File: src/rtl/interrupt_dispatch.sv
// Interrupt dispatch sequencer: stalls the CPU, pushes PC onto the stack and
// jumps to the vector of the lowest-numbered pending interrupt.
module interrupt_dispatch #(
    parameter logic [15:0] VECTOR_BASE = 16'h0040,
    parameter logic [15:0] VECTOR_STEP = 16'h0008
) (
    input  logic        I_CLOCK,
    input  logic        I_RESET,
    input  logic [4:0]  I_IF,
    input  logic [4:0]  I_IE,
    input  logic        I_IME,
    input  logic        I_INSTR_DONE,
    input  logic        I_HALTED,
    input  logic [15:0] I_PC,
    input  logic [15:0] I_SP,
    input  logic        I_MEM_READY,
    output logic        O_BUSY,
    output logic [15:0] O_MEM_ADDR,
    output logic [7:0]  O_MEM_DATA,
    output logic        O_MEM_WE_L,
    output logic [4:0]  O_IF_CLEAR,
    output logic        O_IME_CLEAR,
    output logic [15:0] O_PC,
    output logic        O_PC_LOAD,
    output logic [15:0] O_SP,
    output logic        O_SP_LOAD,
    output logic        O_WAKE
);

    typedef enum logic [2:0] {
        IDLE,
        WAIT1,
        WAIT2,
        PUSH_HI,
        PUSH_LO,
        JUMP
    } state_t;

    state_t      state_q, state_d;
    logic [15:0] pc_q, sp_q;
    logic [2:0]  vec_q;
    logic        cancel_q;

    logic [4:0]  pending;
    logic        start;
    logic [2:0]  lowest_idx;
    logic [15:0] sp_minus1, sp_minus2;

    assign pending   = I_IF & I_IE;
    assign start     = I_IME & (|pending) & (I_INSTR_DONE | I_HALTED);
    assign O_WAKE    = |pending;
    assign sp_minus1 = sp_q - 16'd1;
    assign sp_minus2 = sp_q - 16'd2;

    // Bit 0 has the highest priority, so the downward scan leaves the lowest index.
    always_comb begin
        lowest_idx = 3'd0;
        for (int i = 4; i >= 0; i--) begin
            if (pending[i]) lowest_idx = 3'(i);
        end
    end

    always_ff @(posedge I_CLOCK or negedge I_RESET) begin
        if (!I_RESET) begin
            state_q <= IDLE;
        end else begin
            state_q <= state_d;
        end
    end

    // The vector is chosen late, as the high byte is accepted, so a source
    // that vanished after start still leaves a well-formed (cancelled) jump.
    always_ff @(posedge I_CLOCK or negedge I_RESET) begin
        if (!I_RESET) begin
            pc_q     <= 16'h0000;
            sp_q     <= 16'h0000;
            vec_q    <= 3'd0;
            cancel_q <= 1'b0;
        end else begin
            if (state_q == IDLE && start) begin
                pc_q <= I_PC;
                sp_q <= I_SP;
            end
            if (state_q == PUSH_HI && I_MEM_READY) begin
                vec_q    <= lowest_idx;
                cancel_q <= (pending == 5'b00000);
            end
        end
    end

    always_comb begin
        state_d     = state_q;
        O_BUSY      = 1'b1;
        O_MEM_ADDR  = 16'h0000;
        O_MEM_DATA  = 8'h00;
        O_MEM_WE_L  = 1'b1;
        O_IF_CLEAR  = 5'b00000;
        O_IME_CLEAR = 1'b0;
        O_PC        = 16'h0000;
        O_PC_LOAD   = 1'b0;
        O_SP        = 16'h0000;
        O_SP_LOAD   = 1'b0;

        case (state_q)
            IDLE: begin
                O_BUSY = 1'b0;
                if (start) state_d = WAIT1;
            end
            WAIT1: begin
                O_IME_CLEAR = 1'b1;
                state_d     = WAIT2;
            end
            WAIT2: begin
                state_d = PUSH_HI;
            end
            PUSH_HI: begin
                O_MEM_WE_L = 1'b0;
                O_MEM_ADDR = sp_minus1;
                O_MEM_DATA = pc_q[15:8];
                if (I_MEM_READY) state_d = PUSH_LO;
            end
            PUSH_LO: begin
                O_MEM_WE_L = 1'b0;
                O_MEM_ADDR = sp_minus2;
                O_MEM_DATA = pc_q[7:0];
                if (I_MEM_READY) state_d = JUMP;
            end
            JUMP: begin
                O_PC_LOAD = 1'b1;
                O_SP_LOAD = 1'b1;
                O_SP      = sp_minus2;
                if (!cancel_q) begin
                    O_PC       = VECTOR_BASE + VECTOR_STEP * {13'd0, vec_q};
                    O_IF_CLEAR = 5'b00001 << vec_q;
                end
                state_d = IDLE;
            end
            default: begin
                state_d = IDLE;
            end
        endcase
    end

endmodule

File: config.mk
export PLATFORM = sky130hd
export DESIGN_NAME = interrupt_dispatch
export DESIGN_NICKNAME = d
export VERILOG_FILES = /design/src/rtl/interrupt_dispatch.sv
export SDC_FILE = /design/constraint.sdc
export NUM_CORES = 1
export LEC_CHECK = 0
export CAP_MARGIN = 20
export CELL_PAD_IN_SITES_DETAIL_PLACEMENT = 0
export CELL_PAD_IN_SITES_GLOBAL_PLACEMENT = 1
export CORE_MARGIN = 1.5
export CORE_UTILIZATION = 33
export DETAILED_ROUTE_END_ITERATION = 12
export GPL_TIMING_DRIVEN = 0
export PLACE_DENSITY = 0.94
export SETUP_SLACK_MARGIN = 0.3
export SYNTH_ARGS = -nofsm -noshare
export SYNTH_HDL_FRONTEND = slang
export SYNTH_SLANG_ARGS = --single-unit
File: constraint.sdc
create_clock -name I_CLOCK -period 3.4 [get_ports I_CLOCK]
set_clock_uncertainty 0.15 [all_clocks]
set_input_delay 0.68 -clock I_CLOCK [delete_from_list [all_inputs] [get_ports I_CLOCK]]
set_output_delay 0.68 -clock I_CLOCK [all_outputs]
set_load 0.02 [all_outputs]
==> results.yml <==
yosys:
  synth.top_cell.area_share_pct: 37.34
  synth_top_area_cell: "dfrtp_1"
  synth-compound-area-share_pct: 15.84
  yosys-top-cells-area: "dfrtp_1 (37%), mux2_2 (13%), buf_4 (4.9%)"
  synth-seq-cells: 39
  synth-async-reset-ratio_pct: 100.0
  synth_fa_ha_area_share_pct: 1.436
  ys_warn_count: 0
  synth_cells: 267
  synth-edff-count: 0
  synth_xor_area_share_pct: 4.691
  synth_top_family_by_area: "simple AND/OR/NAND/NOR gates"
  synthFlopType: "dfrtp_1"
  yosysUniqueCellTypes: 51
  syn_avg_cell_area_um2: 9.789
  yosys.area_share.simple_pct: 18.24
  muxShareOfSynthArea_pct: 13.79
  netlist_area_um2: 2614
  ys_seq_area_share_pct: 37.34
finish:
  layout.cells.non_filler: 503
  synthToLayoutAreaGrowth_pct: 57.78
  nets: 451
  final_util_pct: 53.65
  n_antenna_cell: 0
  fillers: 711
  drive_gt1_share_pct: 29.18
run_status:
  status: "complete, no violations"
worst_setup_path:
  path_max_fanout: 7
  cp.required_ns: 2.57
  worstPathArrival_ns: 2.31
  worst_setup_path_start_kind: "flop"
  criticalPathCategory: "reg -> out"
  cp-end-kind: "output pin"
detailed_routing:
  postRouteWirelength_um: 7478
  drt_iter0_drc: 133
  viasPerCell: 5.010
  vias: 2520
  ant_nets: 0
  drcViolationCount: 0
  routedWlPerCell_um: 14.87
  dr.pass1.iters: 4
timing:
  relSlewSlack_pct: 38.80
  setup_violations: 0
  slew_viol_final: 0
  finalCriticalPeriod_ns: 3.136
  hold_viol_final: 0
  tightest_slew_ns: 0.9179
  rsz0062_at_grt: "yes"
  max_freq_mhz: 318.9
  finalCritPeriodShare_pct: 92.23
power:
  pwr-share-seq_pct: 26.6
  power.internal_uw: 1868
  vdd_drop_max_v: 0.0003212
  pwr-share-clk_pct: 11.8
  p_sw_share_pct: 44.15
  power.total_uw: 3344
  power.density_nw_per_um2: 810.9
  p_leak_uw: 0.002061
  switchingPower_uw: 1477
  combPwrFrac_pct: 61.6
die:
  die_h_um: 92.00
  start_util_pct: 34.00
  die_x_um: 92.00
  core_um2: 7687
  rows: 32
  die_area_um2: 8463
  ios: 115
cts:
  cts.clk_slew.worst_paths_ns: 0.08
  clk_path_buf_depth: 2
  cts_made_buffers: 5
  clk-insertion-delay-late_ns: 0.29
  root_buffer: "clkbuf_8"
  h-tree-depth: 2
  clkSinkCount: 39
  cts_tree: "done"
  cts_hold_buffers: 0
placed_design:
  portBuffers: 102
  hpwl_um: 5477
  gp_congestion: 0.8357
  dp_cells: 482
grt:
  track_usage_pct: 17.72
  antenna_found_initial: 0
  grt_max_degree: 40
  grt_pass1_vias: 2497
  grt_first_pass_wirelength_um: 11790
  gr-total-overflow: 0
worst_hold_path:
  holdCritPathClass: "in -> async"
flow_run:
  drv_cap: 0
[logic make-up (layout without fill, tap and decap cells)]
logic type | Yosys count | count (layout)
mux | 32 | 32
flops | 39 | 39
simple gates | 82 | 82
fa+ha+maj | 3 | 3
other cells | 1 | 12
xor+xnor | 14 | 14
compound gates | 58 | 58
buf+inv | 38 | 161
[worst paths after layout]
| check | from | to | slack [ns] | cells after the start |
|---|---|---|---|---|
| max in group asynchronous | I_RESET | sp_q[1] | 2.12 | 1 |
| worst max-delay path | sp_q[8] | O_MEM_ADDR[13] | 0.26 | 6 |
| worst min-delay path | I_RESET | sp_q[7] | 0.36 | 1 |
| worst max register to register | state_q[1] | pc_q[10] | 1.57 | 5 |
| worst min register to register | pc_q[13] | pc_q[13] | 0.36 | 1 |
| min in group I_CLOCK | pc_q[13] | pc_q[13] | 0.36 | 1 |
[per-stage QoR]
step	hold slack, ns	worst slack (ns)	TNS (ns)	cell area (um^2)
2_1_floorplan	0.2344	0.5292	0	2655
3_3_place_gp	0.3235	-0.03722	-0.1028	3804
3_5_place_dp	0.3452	-0.01862	-0.03537	3799
4_1_cts	0.3657	0.1301	0	4000
5_1_grt	0.3767	0.1098	0	4124
6_report	0.3558	0.2643	0	4124
[worst max-delay path, cell delays in order, from the launching register on]
cell and delay, ns:
dfrtp_1 0.51, nor4_4 0.41, buf_4 0.18, and4_4 0.24, a21oi_1 0.07, a311oi_1 0.26, dlygate4sd1_1 0.35
[power groups by stage]
stage          clock network (uW)  logic (uW)  registers [uW]
2_1_floorplan                   0        1270             835
3_3_place_gp                    0        1880             875
3_5_place_dp                    0        1910             891
4_1_cts                       406        1960             895
5_1_grt                       418        2230             921
6_report                      394        2060             891
[placed cells by master, fill, tap and decap left out, types with 3 or more instances in the layout]
cell type	instances
buf_4	30
a311oi_1	6
and2_1	4
nand3_1	5
mux2_2	31
inv_1	3
nor3b_1	3
nor3b_4	3
nor4_4	4
o21ai_0	8
clkdlybuf4s50_1	60
clkbuf_2	6
clkbuf_4	4
clkbuf_8	5
xnor2_1	9
conb_1	12
xor2_1	5
dlygate4sd2_1	12
a22o_1	10
dfrtp_1	37
nand2_1	14
dlymetal6s2s_1	18
buf_2	13
nor2_1	23
a31oi_1	5
a21oi_1	12
[sequential cells by signal, summed over array words and instances (netlist names)]
signal    count
vec_q         3
cancel_q      1
sp_q         16
state_q       3
pc_q         16
[layer usage]
metal / vias to the layer above / routed length, um / global-route usage (%)
met5: - / 0 / 0
met4: 0 / 164 / 7.051
met3: 14 / 536 / 5.473
met2: 84 / 3763 / 31.11
met1: 1200 / 3013 / 19.88
li1: 1222 / - / -
[cell type report]
type | instances | area (um^2) | share of cell area [%]
timing repair buffer | 115 | 1097 | 26.61
multi-input combinational | 201 | 1565 | 37.96
clock buffer | 5 | 68.82 | 1.669
clock inverter | 3 | 43.79 | 1.062
sequential | 39 | 978.4 | 23.73
tap | 102 | 127.6 | 3.095
inverter | 5 | 21.27 | 0.5158
buffer | 33 | 221.5 | 5.370
[Yosys cell counts, types with 6 or more instances]
cell,instances
xnor2_1,9
buf_2,7
nor2_1,24
nand2_1,14
clkbuf_1,8
o21ai_0,8
mux2_2,31
a311oi_1,6
buf_4,17
a21oi_1,12
nand3_1,6
dfrtp_1,39
a22o_1,10
[repair_timing]
item,4_1_cts,5_1_grt
gates resized for setup,61,50
setup endpoints to repair,44,38
buffers inserted,9,4
pin swaps,1,4
Power figures use the tool's default switching activity.
